==> src/rtl/multicycle_control_unit.sv <==
`timescale 1ns/1ps
`default_nettype none
// ============================================================================
// Module   : multicycle_control_unit
// Brief    : Moore FSM sequencing the per-cycle strobes of a multicycle MIPS
//            datapath, with optional memory wait states and jump support.
// Revision : 1.0 - initial release
// ============================================================================
module multicycle_control_unit #(
    parameter int OPCODE_W      = 6,
    parameter int ALUOP_W       = 2,
    parameter int MEM_HANDSHAKE = 1,
    parameter int JUMP_EN       = 1
) (
    input  logic                clk,
    input  logic                rst_n,
    input  logic [OPCODE_W-1:0] opcode,
    input  logic                mem_ready,
    output logic                PCWrite,
    output logic                PCWriteCond,
    output logic                IorD,
    output logic                MemRead,
    output logic                MemWrite,
    output logic                IRWrite,
    output logic                MemtoReg,
    output logic                RegDst,
    output logic                RegWrite,
    output logic                ALUSrcA,
    output logic [1:0]          ALUSrcB,
    output logic [ALUOP_W-1:0]  ALUOp,
    output logic [1:0]          PCSource,
    output logic                illegal_op,
    output logic                instr_done,
    output logic [3:0]          state
);

    typedef enum logic [3:0] {
        S_IDLE     = 4'd0,
        S_FETCH    = 4'd1,
        S_DECODE   = 4'd2,
        S_MEMADR   = 4'd3,
        S_MEMRD    = 4'd4,
        S_MEMWB    = 4'd5,
        S_MEMWR    = 4'd6,
        S_RTEXEC   = 4'd7,
        S_RTWB     = 4'd8,
        S_BRANCH   = 4'd9,
        S_ADDIEXEC = 4'd10,
        S_ADDIWB   = 4'd11,
        S_JUMP     = 4'd12
    } state_t;

    localparam logic [OPCODE_W-1:0] OP_RTYPE = OPCODE_W'(6'b000000);
    localparam logic [OPCODE_W-1:0] OP_LW    = OPCODE_W'(6'b100011);
    localparam logic [OPCODE_W-1:0] OP_SW    = OPCODE_W'(6'b101011);
    localparam logic [OPCODE_W-1:0] OP_BEQ   = OPCODE_W'(6'b000100);
    localparam logic [OPCODE_W-1:0] OP_ADDI  = OPCODE_W'(6'b001000);
    localparam logic [OPCODE_W-1:0] OP_J     = OPCODE_W'(6'b000010);

    localparam logic [ALUOP_W-1:0] ALUOP_ADD   = ALUOP_W'(2'b00);
    localparam logic [ALUOP_W-1:0] ALUOP_SUB   = ALUOP_W'(2'b01);
    localparam logic [ALUOP_W-1:0] ALUOP_FUNCT = ALUOP_W'(2'b10);

    state_t state_q;
    state_t state_d;
    state_t decode_next;
    logic   decode_legal;
    logic   mem_done;

    // Without the handshake every memory state completes in a single cycle.
    assign mem_done = (MEM_HANDSHAKE == 0) ? 1'b1 : mem_ready;

    always_comb begin
        decode_next  = S_FETCH;
        decode_legal = 1'b1;
        if (opcode == OP_RTYPE) begin
            decode_next = S_RTEXEC;
        end else if ((opcode == OP_LW) || (opcode == OP_SW)) begin
            decode_next = S_MEMADR;
        end else if (opcode == OP_BEQ) begin
            decode_next = S_BRANCH;
        end else if (opcode == OP_ADDI) begin
            decode_next = S_ADDIEXEC;
        end else if ((JUMP_EN != 0) && (opcode == OP_J)) begin
            decode_next = S_JUMP;
        end else begin
            decode_legal = 1'b0;
        end
    end

    always_comb begin
        state_d = state_q;
        case (state_q)
            S_IDLE:     state_d = S_FETCH;
            S_FETCH:    if (mem_done) state_d = S_DECODE;
            S_DECODE:   state_d = decode_next;
            S_MEMADR:   state_d = (opcode == OP_LW) ? S_MEMRD : S_MEMWR;
            S_MEMRD:    if (mem_done) state_d = S_MEMWB;
            S_MEMWB:    state_d = S_FETCH;
            S_MEMWR:    if (mem_done) state_d = S_FETCH;
            S_RTEXEC:   state_d = S_RTWB;
            S_RTWB:     state_d = S_FETCH;
            S_BRANCH:   state_d = S_FETCH;
            S_ADDIEXEC: state_d = S_ADDIWB;
            S_ADDIWB:   state_d = S_FETCH;
            S_JUMP:     state_d = S_FETCH;
            default:    state_d = S_FETCH;
        endcase
    end

    always_ff @(posedge clk or negedge rst_n) begin
        if (!rst_n) begin
            state_q <= S_IDLE;
        end else begin
            state_q <= state_d;
        end
    end

    // Strobes decode from the current state; only the memory-completion
    // qualifiers (fetch commit, store retire) look at mem_ready directly.
    always_comb begin
        PCWrite     = 1'b0;
        PCWriteCond = 1'b0;
        IorD        = 1'b0;
        MemRead     = 1'b0;
        MemWrite    = 1'b0;
        IRWrite     = 1'b0;
        MemtoReg    = 1'b0;
        RegDst      = 1'b0;
        RegWrite    = 1'b0;
        ALUSrcA     = 1'b0;
        ALUSrcB     = 2'b00;
        ALUOp       = ALUOP_ADD;
        PCSource    = 2'b00;
        illegal_op  = 1'b0;
        instr_done  = 1'b0;
        case (state_q)
            S_FETCH: begin
                MemRead = 1'b1;
                ALUSrcB = 2'b01;
                IRWrite = mem_done;
                PCWrite = mem_done;
            end
            S_DECODE: begin
                ALUSrcB    = 2'b11;
                illegal_op = ~decode_legal;
            end
            S_MEMADR: begin
                ALUSrcA = 1'b1;
                ALUSrcB = 2'b10;
            end
            S_MEMRD: begin
                MemRead = 1'b1;
                IorD    = 1'b1;
            end
            S_MEMWB: begin
                RegWrite   = 1'b1;
                MemtoReg   = 1'b1;
                instr_done = 1'b1;
            end
            S_MEMWR: begin
                MemWrite   = 1'b1;
                IorD       = 1'b1;
                instr_done = mem_done;
            end
            S_RTEXEC: begin
                ALUSrcA = 1'b1;
                ALUOp   = ALUOP_FUNCT;
            end
            S_RTWB: begin
                RegWrite   = 1'b1;
                RegDst     = 1'b1;
                instr_done = 1'b1;
            end
            S_BRANCH: begin
                ALUSrcA     = 1'b1;
                ALUOp       = ALUOP_SUB;
                PCWriteCond = 1'b1;
                PCSource    = 2'b01;
                instr_done  = 1'b1;
            end
            S_ADDIEXEC: begin
                ALUSrcA = 1'b1;
                ALUSrcB = 2'b10;
                ALUOp   = ALUOP_ADD;
            end
            S_ADDIWB: begin
                RegWrite   = 1'b1;
                instr_done = 1'b1;
            end
            S_JUMP: begin
                PCWrite    = 1'b1;
                PCSource   = 2'b10;
                instr_done = 1'b1;
            end
            default: begin
                PCWrite = 1'b0;
            end
        endcase
    end

    assign state = state_q;

endmodule
`default_nettype wire

==> config.mk <==
export PLATFORM = sky130hd
export DESIGN_NAME = multicycle_control_unit
export DESIGN_NICKNAME = d
export VERILOG_FILES = /design/src/rtl/multicycle_control_unit.sv
export SDC_FILE = /design/constraint.sdc
export NUM_CORES = 1
export LEC_CHECK = 0
export ABC_AREA = 1
export BUFFER_PORTS_ARGS = -buffer_cell sky130_fd_sc_hd__buf_2
export CORE_AREA = 2 2 39 41
export CTS_CLUSTER_SIZE = 25
export DETAILED_ROUTE_END_ITERATION = 8
export DIE_AREA = 0 0 41 43
export GPL_ROUTABILITY_DRIVEN = 0
export PLACE_DENSITY = 0.82
export SLEW_MARGIN = 25
export SYNTH_ARGS = -nofsm -noshare
export SYNTH_HDL_FRONTEND = slang
export SYNTH_SLANG_ARGS = --single-unit
==> constraint.sdc <==
create_clock -name clk -period 2.05 [get_ports clk]
set_input_delay 0.41 -clock clk [delete_from_list [all_inputs] [get_ports clk]]
set_output_delay 0.41 -clock clk [all_outputs]
set_load 0.05 [all_outputs]
==> flow_summary.yaml, run 1 <==
setup_path:
  worst_setup_path_start_kind: "flip-flop"
  endpoint_kind: "primary output"
  arrival_ps: 1530
  required_ps: 1640
  worst-r2r-setup-slack_ps: 730
  crit_type: "flip-flop to primary output"
  cp_max_fo: 5
die:
  start_util: 0.370
  ios: 31
  die_h_um: 43
  dieArea_mm2: 0.00176
  fp.coreArea_mm2: 0.00138
  chipWidth_um: 41
  fp-row-count: 14
layout:
  largest_reg_flops: 4
  n_antenna_cell: 0
  nNetsFinal: 143
  multi_input_area_um2: 360
  n_fill_cell: 141
  layout.cells.non_filler: 148
  syn2layout_area_growth_pct: 44.7
  fin_util: 0.535
  register_area_um2: 105
  drive_above_1_share: 0.402
global_route:
  grt_usage: 0.203
  grt_max_degree: 6
  antenna_found_initial: 0
  grt_overflow: 0
  grt_pass1_wl_um: 2470
  grt_pass1_vias: 617
place:
  dpl.hpwl_um: 1310
  portBuffers: 30
  place_inst: 144
drt:
  dr.pass1.iters: 4
  drtIter0Drc: 10
  drc: 0
  wl_per_cell_um: 10.3
  routed_via_density: 4.80
  ant_nets: 0
  drt_wl_total_um: 1520
  vias: 711
cts:
  cts_tree: "yes"
  post_cts_buffers: 0
  cts_sinks: 4
  cts.clk_slew.worst_paths_ps: 40
  clk_latency_ps: 240
  cts_made_buffers: 3
  cts_htree_levels: 1
  cts.path.max_buffers: 2
  ctsRootBufferMaster: "clkbuf_4"
synthesis:
  synth_fp_nets: 108
  synth_async_sr_flop_share: 1.00
  synth_cell_types: 14
  netlist.area_leader.share: 0.205
  synth_area_um2: 512
  synth_edf_count: 0
  synth-seq-cells: 4
  syn_avg_cell_area_um2: 5.17
  synth-seq-area-share: 0.196
  syn_inst: 99
  synthTopCellsByArea: "nand2_1 (21%), dfrtp_1 (20%), nor2_1 (15%), inv_1 (12%), nand3_1 (9.8%)"
  yosysMostFrequentCell: "nand2_1"
  yosysTopAreaCell: "nand2_1"
  synth_commonest_cells: "nand2_1 (28), nor2_1 (21), inv_1 (16)"
  synth_top_flop_cell: "dfrtp_1"
  yosys_warnings: 0
timing:
  rsz0062_at_grt: "false"
  max_freq_mhz: 515
  drv_slew: 0
  skew_ps: 7.46
  holdWs_ps: 508
  final_hold_viol_count: 0
  fin_crit_sh: 0.948
  fin_crit_ps: 1940
  max_slew_margin: 0.825
  tightest_slew_ps: 265
  finalSetupViolations: 0
run:
  drv_cap: 0
run_status:
  outcome: "completed"
worst_hold_path:
  hp-class: "input port to asynchronous set/reset pin"
## path summary, 6_finish.rpt
path,depth (start not counted),end,start
setup / recovery,7,instr_done,state[3]$_DFFE_PN0P_
min in group clk,4,state[1]$_DFFE_PN0P_,mem_ready
setup reg to reg,9,state[0]$_DFFE_PN0P_,state[3]$_DFFE_PN0P_
hold reg to reg,3,state[2]$_DFFE_PN0P_,state[0]$_DFFE_PN0P_
max in group asynchronous,2,state[1]$_DFFE_PN0P_,rst_n
hold / removal,2,state[3]$_DFFE_PN0P_,rst_n
## layout by cell type (no fill, tap or decap)
master and count:
o21ai_2 1, dfrtp_2 4, inv_1 16, nor2_2 5, nand2_2 6, nand3b_1 2
nand4_1 1, nand2_1 27, dlygate4sd3_1 1, a21oi_1 1, nor2_4 2, nand3_1 10
o21ai_1 3, buf_2 28, clkbuf_4 5, nor2_1 18, inv_2 2
## critical path, stage by stage, from the launching register on
cell and delay (ps):
dfrtp_2 410, inv_1 110, nand2_1 170, inv_1 110, nand2_1 90, o21ai_2 70, nand3b_1 110, clkbuf_4 220
## stage by stage
step	TNS, ps	area [um2]	worst slack, ps
after floorplan	-161	538	-161
after global placement	0	701	379
after detailed placement	0	701	343
after CTS	0	733	81.6
after global routing	0	741	8.81
final	0	741	107
## final cells by class
type	count	area share
tap	16	0.0270
clock buffer	3	0.0304
sequential	4	0.142
timing repair buffer	31	0.223
multi-input combinational	76	0.486
inverter	18	0.0912
## logic make-up (layout without fill, tap and decap cells)
family | Yosys count | count (layout) | share of synthesized area
flip-flops | 4 | 4 | 0.196
AO/OA/AOI/OAI | 5 | 5 | 0.0489
buffers and inverters | 19 | 52 | 0.147
AND/OR/NAND/NOR | 71 | 71 | 0.609
## what timing repair did
item                                    in CTS  in global routing
hold buffers                                 1                  0
endpoints found under the setup margin       0                  1
resized for setup                            0                  3
hold endpoints to repair                     4                  0
## per-layer routing
layer  GRT usage  share of wire  up-vias
met5           0              0        -
met2       0.325           0.51       26
met3      0.0785          0.074        2
met4      0.0400          0.011        0
met1       0.248           0.41      315
li1            -              -      368
Power of run 1 is left out: the tool's default activity adds up to more than one toggle a clock period on the data nets, which glitch-free logic cannot reach.
==> run 2: changes to the inputs <==
--- a/config.mk
+++ b/config.mk
@@ -7,12 +7,12 @@
 export LEC_CHECK = 0
 export ABC_AREA = 1
 export BUFFER_PORTS_ARGS = -buffer_cell sky130_fd_sc_hd__buf_2
-export CORE_AREA = 2 2 39 41
+export CORE_MARGIN = 2
+export CORE_UTILIZATION = 30
 export CTS_CLUSTER_SIZE = 25
 export DETAILED_ROUTE_END_ITERATION = 8
-export DIE_AREA = 0 0 41 43
 export GPL_ROUTABILITY_DRIVEN = 0
-export PLACE_DENSITY = 0.82
+export PLACE_DENSITY = 0.68
 export SLEW_MARGIN = 25
 export SYNTH_ARGS = -nofsm -noshare
 export SYNTH_HDL_FRONTEND = slang
==> flow_summary.yaml, run 2 (synthesis results as in run 1) <==
die:
  ios: 31
  dieArea_mm2: 0.00205
  fp.coreArea_mm2: 0.00156
  fp-row-count: 14
  chipWidth_um: 45.3
  die_h_um: 45.3
  start_util: 0.328
cts:
  clk_latency_ps: 230
  cts.path.max_buffers: 2
  ctsRootBufferMaster: "clkbuf_4"
  cts_htree_levels: 1
  cts_tree: "yes"
  cts.clk_slew.worst_paths_ps: 40
  cts_made_buffers: 3
  cts_sinks: 4
timing:
  skew_ps: 3.06
  drv_slew: 0
  tightest_slew_ps: 261
  max_slew_margin: 0.826
  rsz0062_at_grt: "false"
  fin_crit_ps: 1910
  final_hold_viol_count: 0
  max_freq_mhz: 522
  finalSetupViolations: 0
  setup_tns_ps: 0
  fin_crit_sh: 0.934
setup_path:
  crit_type: "flip-flop to primary output"
  reg2reg_to: "state[0]$_DFFE_PN0P_"
  arrival_ps: 1500
  r2r_start: "state[2]$_DFFE_PN0P_"
  endpoint_kind: "primary output"
  worst-r2r-setup-slack_ps: 710
  worst_setup_path_start_kind: "flip-flop"
  required_ps: 1640
  cp-startpoint: "state[3]$_DFFE_PN0P_"
  cp_max_fo: 5
  reg2reg_depth: 8
global_route:
  grt_pass1_vias: 591
  grt_overflow: 0
  grt_usage: 0.150
  grt_pass1_wl_um: 2280
  antenna_found_initial: 0
  grt_max_degree: 6
drt:
  wl_met2_um: 704
  dr.pass1.iters: 4
  ant_nets: 0
  drt_wl_total_um: 1480
  drc: 0
  drtIter0Drc: 34
  dr_wl_met3_um: 64
  routed_via_density: 4.77
  top_layer: "met3"
  wl_per_cell_um: 9.98
  m1WireLength_um: 709
  vias: 706
layout:
  nNetsFinal: 143
  largest_reg_flops: 4
  n_antenna_cell: 0
  n_fill_cell: 163
  layout.cells.non_filler: 148
  final_cell_mix: "nand2_1 (28), buf_2 (28), nor2_1 (18)"
  syn2layout_area_growth_pct: 44.3
  postLayoutCellArea_um2: 738
  drive_above_1_share: 0.394
worst_hold_path:
  hp-class: "input port to asynchronous set/reset pin"
place:
  portBuffers: 30
  dpl.hpwl_um: 1290
  dpl_cell_area_um2: 701
  place_inst: 144
run:
  drv_cap: 0
run_status:
  outcome: "completed"
[run 2: how the worst max path moves through the flow]
stage	end	slack [ps]	cells after the start
after floorplan	instr_done	-160	5
after global placement	instr_done	370	7
after detailed placement	instr_done	350	7
after CTS	instr_done	100	7
after global routing	illegal_op	6	6
final	instr_done	140	7
[run 2: final cells by class]
| cell class | count | area, um2 | share of cell area |
|---|---|---|---|
| multi-input combinational | 76 | 358 | 0.485 |
| timing repair buffer | 31 | 165 | 0.224 |
| sequential | 4 | 105 | 0.142 |
| inverter | 18 | 67.6 | 0.0915 |
| clock buffer | 3 | 22.5 | 0.0305 |
| tap | 16 | 20.0 | 0.0271 |
[run 2: through the flow]
| step | setup WS [ps] | hold slack, ps | util |
|---|---|---|---|
| final | 136 | 516 | 0.474 |
| after global routing | 5.82 | 511 | 0.474 |
| after CTS | 101 | 507 | 0.470 |
| after detailed placement | 350 | 217 | 0.449 |
| after global placement | 369 | 214 | 0.449 |
| after floorplan | -161 | 114 | - |
[run 2: worst max-delay path, stage by stage, from the launching register on]
cell	delay, ps
dfrtp_2	400
inv_1	100
nand2_1	170
inv_1	120
nand2_1	80
o21ai_2	70
nand3b_1	110
clkbuf_4	220
[run 2: routing by layer]
metal  GRT usage  up-vias
li1            -      366
met2       0.257       23
met3      0.0360        0
met4      0.0471        0
met1       0.184      317
met5           0        -
[run 2: repair_timing]
| action | 4_1_cts | 5_1_grt |
|---|---|---|
| setup buffers | 0 | 0 |
| resized for setup | 0 | 2 |
| endpoints found under the hold margin | 4 | 0 |
| hold buffers | 1 | 0 |
| endpoints found under the setup margin | 0 | 2 |
Power of run 2 is left out for the same reason.
